## config.mk

```make
export PLATFORM = sky130hd
export DESIGN_NAME = vga_sync_monitor_flat
export DESIGN_NICKNAME = d
export VERILOG_FILES = /design/src/rtl/vga_sync_monitor_if.sv /design/src/rtl/vga_sync_monitor.sv /design/src/flat_wrapper.sv
export SDC_FILE = /design/constraint.sdc
export NUM_CORES = 1
export LEC_CHECK = 0
export CAP_MARGIN = 0
export CORE_AREA = 8 8 99 101
export CTS_BUF_LIST = sky130_fd_sc_hd__clkbuf_16
export CTS_CLUSTER_DIAMETER = 30
export DETAILED_ROUTE_END_ITERATION = 10
export DIE_AREA = 0 0 107 109
export DONT_BUFFER_PORTS = 1
export GPL_ROUTABILITY_DRIVEN = 0
export GPL_TIMING_DRIVEN = 0
export PLACE_DENSITY = 0.74
export SYNTH_ARGS = -nofsm -noshare
export SYNTH_HDL_FRONTEND = slang
export SYNTH_SLANG_ARGS = --single-unit
```

## constraint.sdc

```tcl
create_clock -name clk_25 -period 4.3 [get_ports clk_25]
set_clock_uncertainty 0.1 [all_clocks]
set_input_delay 0.86 -clock clk_25 [delete_from_list [all_inputs] [get_ports clk_25]]
set_output_delay 0.86 -clock clk_25 [all_outputs]
set_load 0.02 [all_outputs]
```

## src/rtl/vga_sync_monitor_if.sv

```systemverilog
// Sync inputs and measurement outputs of the VGA sync monitor.
// master drives the syncs (source / loopback side); slave is the monitor.
interface vga_sync_monitor_if;
  logic        h_sync;
  logic        v_sync;
  logic        locked;
  logic        active;
  logic [9:0]  pix_x;
  logic [9:0]  pix_y;
  logic [10:0] line_len;
  logic [9:0]  frame_lines;
  logic        h_err;
  logic        v_err;

  modport master (
    output h_sync, v_sync,
    input  locked, active, pix_x, pix_y, line_len, frame_lines, h_err, v_err
  );

  modport slave (
    input  h_sync, v_sync,
    output locked, active, pix_x, pix_y, line_len, frame_lines, h_err, v_err
  );
endinterface

```

## src/rtl/vga_sync_monitor.sv

```systemverilog
// Receive-side VGA timing monitor: measures h/v sync timing, declares lock after
// consecutive good frames and regenerates pixel coordinates while locked.
module vga_sync_monitor #(
  parameter int unsigned H_TOTAL     = 800,
  parameter int unsigned H_SYNC      = 96,
  parameter int unsigned H_BP        = 48,
  parameter int unsigned H_ACTIVE    = 640,
  parameter int unsigned V_TOTAL     = 521,
  parameter int unsigned V_SYNC      = 2,
  parameter int unsigned V_BP        = 29,
  parameter int unsigned V_ACTIVE    = 480,
  parameter int unsigned LOCK_FRAMES = 2
) (
  input  logic              clk_25,
  input  logic              reset_n,
  vga_sync_monitor_if.slave bus
);

  typedef enum logic [1:0] {SEARCH, VERIFY, LOCKED} state_e;

  localparam logic [11:0] H_TOTAL_L = 12'(H_TOTAL);
  localparam logic [10:0] H_SYNC_L  = 11'(H_SYNC);
  localparam logic [10:0] H_START_L = 11'(H_SYNC + H_BP);
  localparam logic [10:0] H_END_L   = 11'(H_SYNC + H_BP + H_ACTIVE);
  localparam logic [9:0]  V_TOTAL_L = 10'(V_TOTAL);
  localparam logic [9:0]  V_START_L = 10'(V_SYNC + V_BP);
  localparam logic [9:0]  V_END_L   = 10'(V_SYNC + V_BP + V_ACTIVE);
  localparam logic [7:0]  LOCK_L    = 8'(LOCK_FRAMES);

  logic        h_d_q, v_d_q;
  logic [10:0] h_cnt_q, h_cnt_d;
  logic [10:0] hs_w_q, hs_w_d;
  logic        h_seen_q, h_seen_d;
  logic [9:0]  v_cnt_q, v_cnt_d;
  logic        frame_bad_q, frame_bad_d;
  logic [7:0]  good_q, good_d;
  state_e      state_q, state_d;

  logic        locked_q, locked_d;
  logic        active_q, active_d;
  logic [9:0]  pix_x_q, pix_x_d;
  logic [9:0]  pix_y_q, pix_y_d;
  logic [10:0] line_len_q, line_len_d;
  logic [9:0]  frame_lines_q, frame_lines_d;
  logic        h_err_q, h_err_d;
  logic        v_err_q, v_err_d;

  logic        h_fall, h_rise, v_fall;
  logic [11:0] h_len;
  logic        len_viol, width_viol, h_viol;
  logic        count_ok, frame_ok;
  logic [7:0]  good_inc;

  assign h_fall = h_d_q & ~bus.h_sync;
  assign h_rise = ~h_d_q & bus.h_sync;
  assign v_fall = v_d_q & ~bus.v_sync;

  // Line length is compared one bit wider so a saturated counter cannot alias to H_TOTAL.
  assign h_len      = {1'b0, h_cnt_q} + 12'd1;
  assign len_viol   = h_fall & h_seen_q & (h_len != H_TOTAL_L);
  assign width_viol = h_rise & (hs_w_q != H_SYNC_L);
  assign h_viol     = len_viol | width_viol;

  assign count_ok = (v_cnt_q == V_TOTAL_L);
  assign frame_ok = ~frame_bad_q & count_ok;
  assign good_inc = good_q + 8'd1;

  always_comb begin
    // NOTE: every _d gets a default first so no path through this block can infer a latch.
    h_cnt_d       = h_cnt_q;
    hs_w_d        = hs_w_q;
    h_seen_d      = h_seen_q;
    v_cnt_d       = v_cnt_q;
    good_d        = good_q;
    state_d       = state_q;
    line_len_d    = line_len_q;
    frame_lines_d = frame_lines_q;

    if (h_fall) begin
      h_cnt_d    = '0;
      h_seen_d   = 1'b1;
      line_len_d = h_len[10:0];
    end else if (h_cnt_q != '1) begin
      h_cnt_d = h_cnt_q + 11'd1;
    end

    if (h_fall) begin
      hs_w_d = 11'd1;
    end else if (!bus.h_sync && hs_w_q != '1) begin
      hs_w_d = hs_w_q + 11'd1;
    end

    // A v fall wins over a coincident h fall for the line counter only.
    if (v_fall) begin
      v_cnt_d       = '0;
      frame_lines_d = v_cnt_q;
    end else if (h_fall && v_cnt_q != '1) begin
      v_cnt_d = v_cnt_q + 10'd1;
    end

    frame_bad_d = (v_fall ? 1'b0 : frame_bad_q) | h_viol;

    case (state_q)
      SEARCH: begin
        if (v_fall) begin
          state_d = VERIFY;
          good_d  = '0;
        end
      end
      VERIFY: begin
        if (v_fall) begin
          if (frame_ok) begin
            good_d = good_inc;
            if (good_inc >= LOCK_L) state_d = LOCKED;
          end else begin
            good_d = '0;
          end
        end
      end
      LOCKED: begin
        if (h_viol || (v_fall && !count_ok)) state_d = SEARCH;
      end
      default: state_d = SEARCH;
    endcase

    h_err_d  = h_viol;
    v_err_d  = v_fall & ~count_ok & (state_q != SEARCH);
    locked_d = (state_d == LOCKED);

    active_d = locked_d
             && (h_cnt_d >= H_START_L) && (h_cnt_d < H_END_L)
             && (v_cnt_d >= V_START_L) && (v_cnt_d < V_END_L);
    pix_x_d  = active_d ? 10'(h_cnt_d - H_START_L) : '0;
    pix_y_d  = active_d ? (v_cnt_d - V_START_L) : '0;
  end

  // NOTE: sequential state uses non-blocking assignments so every flop samples pre-edge values.
  always_ff @(posedge clk_25 or negedge reset_n) begin
    if (!reset_n) begin
      h_d_q         <= 1'b1;
      v_d_q         <= 1'b1;
      h_cnt_q       <= '0;
      hs_w_q        <= '0;
      h_seen_q      <= 1'b0;
      v_cnt_q       <= '0;
      frame_bad_q   <= 1'b0;
      good_q        <= '0;
      state_q       <= SEARCH;
      locked_q      <= 1'b0;
      active_q      <= 1'b0;
      pix_x_q       <= '0;
      pix_y_q       <= '0;
      line_len_q    <= '0;
      frame_lines_q <= '0;
      h_err_q       <= 1'b0;
      v_err_q       <= 1'b0;
    end else begin
      h_d_q         <= bus.h_sync;
      v_d_q         <= bus.v_sync;
      h_cnt_q       <= h_cnt_d;
      hs_w_q        <= hs_w_d;
      h_seen_q      <= h_seen_d;
      v_cnt_q       <= v_cnt_d;
      frame_bad_q   <= frame_bad_d;
      good_q        <= good_d;
      state_q       <= state_d;
      locked_q      <= locked_d;
      active_q      <= active_d;
      pix_x_q       <= pix_x_d;
      pix_y_q       <= pix_y_d;
      line_len_q    <= line_len_d;
      frame_lines_q <= frame_lines_d;
      h_err_q       <= h_err_d;
      v_err_q       <= v_err_d;
    end
  end

  assign bus.locked      = locked_q;
  assign bus.active      = active_q;
  assign bus.pix_x       = pix_x_q;
  assign bus.pix_y       = pix_y_q;
  assign bus.line_len    = line_len_q;
  assign bus.frame_lines = frame_lines_q;
  assign bus.h_err       = h_err_q;
  assign bus.v_err       = v_err_q;

endmodule

```

## src/flat_wrapper.sv

```systemverilog
// flat-port wrapper written by rule: the top's interface ports become plain ports
module vga_sync_monitor_flat 
#(
  parameter int unsigned H_TOTAL     = 800,
  parameter int unsigned H_SYNC      = 96,
  parameter int unsigned H_BP        = 48,
  parameter int unsigned H_ACTIVE    = 640,
  parameter int unsigned V_TOTAL     = 521,
  parameter int unsigned V_SYNC      = 2,
  parameter int unsigned V_BP        = 29,
  parameter int unsigned V_ACTIVE    = 480,
  parameter int unsigned LOCK_FRAMES = 2
)
  (clk_25, reset_n, bus_h_sync, bus_v_sync, bus_locked, bus_active, bus_pix_x, bus_pix_y, bus_line_len, bus_frame_lines, bus_h_err, bus_v_err);
  vga_sync_monitor_if bus_i ();
  input  logic clk_25;
  input  logic reset_n;
  input wire logic [$bits(bus_i.h_sync)-1:0] bus_h_sync;
  input wire logic [$bits(bus_i.v_sync)-1:0] bus_v_sync;
  output wire logic [$bits(bus_i.locked)-1:0] bus_locked;
  output wire logic [$bits(bus_i.active)-1:0] bus_active;
  output wire logic [$bits(bus_i.pix_x)-1:0] bus_pix_x;
  output wire logic [$bits(bus_i.pix_y)-1:0] bus_pix_y;
  output wire logic [$bits(bus_i.line_len)-1:0] bus_line_len;
  output wire logic [$bits(bus_i.frame_lines)-1:0] bus_frame_lines;
  output wire logic [$bits(bus_i.h_err)-1:0] bus_h_err;
  output wire logic [$bits(bus_i.v_err)-1:0] bus_v_err;
  assign bus_i.h_sync = bus_h_sync;
  assign bus_i.v_sync = bus_v_sync;
  assign bus_locked = bus_i.locked;
  assign bus_active = bus_i.active;
  assign bus_pix_x = bus_i.pix_x;
  assign bus_pix_y = bus_i.pix_y;
  assign bus_line_len = bus_i.line_len;
  assign bus_frame_lines = bus_i.frame_lines;
  assign bus_h_err = bus_i.h_err;
  assign bus_v_err = bus_i.v_err;
  vga_sync_monitor #(.H_TOTAL(H_TOTAL), .H_SYNC(H_SYNC), .H_BP(H_BP), .H_ACTIVE(H_ACTIVE), .V_TOTAL(V_TOTAL), .V_SYNC(V_SYNC), .V_BP(V_BP), .V_ACTIVE(V_ACTIVE), .LOCK_FRAMES(LOCK_FRAMES)) u_core (.clk_25(clk_25), .reset_n(reset_n), .bus(bus_i));
endmodule
```

==> flow_summary_export.csv <==
group,metric,value,unit
sta,hold_violations,0,
clocking,cts_resized,0,
cells_and_area,diodes,0,
synth,synth_nets,496,
routing,ant_nets,0,
clocking,clock_latency,0.34,ns
synth,yosysWarnings,0,
sta,min_period_over_period,83.7,%
critical_path,crit_path_max_incr_delay,0.52,ns
status,outcome,"finished, final reports clean",
power_and_ir_drop,powerDensity,371,nW/um^2
clocking,hold_buffers,0,
sta,fin_tns_setup,0,ns
critical_path,critical_path_class,"reg -> reg",
global_routing,grt_max_degree,92,
placed_design,port_buffers,0,
power_and_ir_drop,clkPwrFrac,36.4,%
synth,synthCells,482,
floorplan,rows,34,
floorplan,die_area,11700,sq um
floorplan,ioPinCount,49,
critical_path,cp.arrival,3.72,ns
sta,rsz0062_at_grt,"no",
cells_and_area,nFillCells,678,
routing,postRouteWirelength,10600,microns
critical_path,crit_slowest_cell,"dfrtp_1",
clocking,cts_buffers,9,
clocking,root_buffer,"clkbuf_16",
clocking,cts_tree,"built",
floorplan,core,8380,sq um
cells_and_area,area_growth,8.29,%
routing,first_iter_violations,175,
routing,drtPass1Iterations,5,
sta,slew_headroom,59.6,%
cells_and_area,drive_gt1_share,13.5,%
sta,max_clock_freq,0.278,GHz
worst_hold_path,hold_class,"in -> async",
cells_and_area,nets,507,
synth,synthArstFlopShare,100,%
clocking,htree_levels,3,
synth,ys_ff_latch,91,
routing,drt-vias-per-instance,5.95,
synth,yosysUniqueCellTypes,74,
sta,post-route-min-period,3.60,ns
clocking,postCtsSetupBuffers,0,
sta,fin_hold_ws,0.113,ns
power_and_ir_drop,combPwrFrac,12.4,%
power_and_ir_drop,p_switching,544,uW
global_routing,grt.overflow.total,0,
synth,ys.flop_type,"dfrtp_1",
routing,dr_total_vias,3603,
routing,wl_per_cell,17.6,microns
power_and_ir_drop,p_sw_share,28.2,%
placed_design,dpl.hpwl,7540,microns
synth,yosysSeqAreaShare,47.5,%
critical_path,crit_chain,"ha_1 -> nand2_1 -> or4_1 -> buf_6 -> a21oi_1 -> ha_1 -> nand2_1 -> a2111oi_1 -> a21o_1 -> o21ai_4 -> buf_6 -> nor3_1",
cells_and_area,layout.cells.non_filler,606,
power_and_ir_drop,max-vdd-ir-drop,0.243,mV
global_routing,grt_pass1_vias,3617,
floorplan,start_util,57.2,%
clocking,cts.sinks,91,
synth,syn_area_per_cell,9.95,sq um
power_and_ir_drop,internal-power,1.39,mW
power_and_ir_drop,seqPwrFrac,51.2,%
global_routing,grt_first_pass_wirelength,18100,microns
critical_path,crit_path_end_kind,"flip-flop",
power_and_ir_drop,power_leakage,2.34,nW
floorplan,die_x,107,microns
routing,drc,0,
sta,finalMaxSlewViolations,0,
critical_path,cp.required,4.42,ns
critical_path,crit_path_start_kind,"flip-flop",
placed_design,dp.cells,590,
critical_path,crit_fanout,10,
synth,synth_area,4800,sq um
global_routing,antenna_found_initial,0,
clocking,clk_path_buf_depth,2,
flow_run,maxCapViolCount,0,
sta,finalSetupViolations,0,
floorplan,die_y,109,microns
global_routing,grt_usage,19.4,%
clocking,path_clk_slew,0.06,ns
sta,worstMarginPinSlew,0.603,ns
synth,synth_edf_count,0,
## cell usage in the layout (no fill, tap or decap), types with 5 or more instances in the layout
cell type / n
nor3_1: 13
nor2_1: 39
dfrtp_1: 89
o21ai_0: 24
clkbuf_1: 11
xor2_1: 11
nand4_1: 12
a31oi_1: 5
buf_6: 6
nor3_2: 5
nand2_1: 77
a21oi_1: 13
inv_1: 13
ha_1: 10
and2_1: 6
nand2b_1: 5
buf_2: 6
and3_1: 13
xnor2_1: 22
clkbuf_16: 9
buf_4: 5
nor4_2: 5
nand3_1: 7
## cells by family after synthesis
family | Yosys count | share of synthesized area [%]
xor+xnor | 33 | 6.02
fa+ha+maj | 10 | 2.61
flops | 91 | 47.5
compound gates | 80 | 12.6
buf+inv | 41 | 4.72
mux | 5 | 1.15
simple gates | 222 | 25.4
## state kept, by name, indices dropped and copies added, names as in the netlist
signal                  flops
u_core.bus.frame_lines     10
u_core.h_cnt_q             11
u_core.h_d_q                1
u_core.bus.pix_y           10
u_core.bus.locked           1
u_core.state_q              2
u_core.h_seen_q             1
u_core.good_q               8
u_core.hs_w_q              11
u_core.v_d_q                1
u_core.v_cnt_q             10
u_core.frame_bad_q          1
u_core.bus.active           1
u_core.bus.h_err            1
u_core.bus.v_err            1
u_core.bus.pix_x           10
u_core.bus.line_len        11
## worst max-delay path, delay by kind of cell, from the launching register on
| family | cells | cell delay (ns) |
|---|---|---|
| DFF | 1 | 0.52 |
| and+or+nand+nor | 4 | 1.02 |
| AOI/OAI and AO/OA | 4 | 0.98 |
| buffers and inverters | 2 | 0.32 |
| adders and majority gates | 2 | 0.54 |
## power groups by stage
stage          logic (mW)  registers, mW  clock network, mW
2_1_floorplan       0.185          0.989                  0
3_5_place_dp        0.234           1.00                  0
4_1_cts             0.239          0.989              0.715
6_report            0.239          0.987              0.703
5_1_grt             0.269          0.997              0.750
3_3_place_gp        0.226           1.00                  0
## stage by stage
stage | power [mW] | util (%) | instance area [sq um] | setup slack (ns)
floorplan | 1.17 | - | 4800 | 1.23
detailed placement | 1.24 | 58.9 | 4930 | 0.779
global route | 2.02 | 62.0 | 5190 | 0.314
global placement | 1.23 | 58.9 | 4930 | 0.786
finish | 1.93 | 62.0 | 5190 | 0.700
CTS | 1.94 | 62.0 | 5190 | 0.709
## cell type report
type	count	area (sq um)	area share, %
Buffer	30	185	3.56
Clock buffer	9	225	4.34
Clock inverter	7	37.5	0.723
Inverter	11	41.3	0.795
Multi-Input combinational cell	350	2290	44.1
Sequential cell	91	2280	43.9
Tap cell	108	135	2.60
## path summary, 6_finish.rpt
path | start | end | slack [ns] | depth (start not counted)
worst max-delay path | u_core.h_cnt_q[0]$_DFF_PN0_ | u_core.bus.pix_y[6]$_DFF_PN0_ | 0.70 | 12
worst min-delay path | reset_n | u_core.v_cnt_q[4]$_DFF_PN0_ | 0.11 | 0
worst max register to register | u_core.h_cnt_q[0]$_DFF_PN0_ | u_core.bus.pix_y[6]$_DFF_PN0_ | 0.70 | 12
worst min register to register | u_core.h_seen_q$_DFFE_PN0P_ | u_core.h_seen_q$_DFFE_PN0P_ | 0.39 | 1
max in group asynchronous | reset_n | u_core.h_d_q$_DFF_PN1_ | 3.80 | 0
min in group clk_25 | u_core.h_seen_q$_DFFE_PN0P_ | u_core.h_seen_q$_DFFE_PN0P_ | 0.39 | 1
## routing by layer
| layer | track usage, % | part of all wire (%) | vias to the layer above |
|---|---|---|---|
| li1 | - | - | 1715 |
| met1 | 24.3 | 43 | 1763 |
| met2 | 32.2 | 49 | 110 |
| met3 | 4.37 | 5.9 | 15 |
| met4 | 7.54 | 1.6 | 0 |
| met5 | 0 | 0 | - |
## cells in the mapped netlist (6+ instances only)
library cell,count,area (sq um)
nand3_1,7,35.0
clkbuf_1,11,41.3
and3_1,13,81.3
a21oi_1,13,65.1
nor2_1,39,146
buf_2,6,30.0
ha_1,10,125
nor3_1,13,65.1
xor2_1,11,96.3
dfrtp_1,89,2230
buf_6,6,67.6
inv_1,11,41.3
xnor2_1,22,193
and2_1,6,37.5
nand4_1,12,75.1
o21ai_0,24,120
nand2_1,77,289
(Power assumes the default switching activity.)
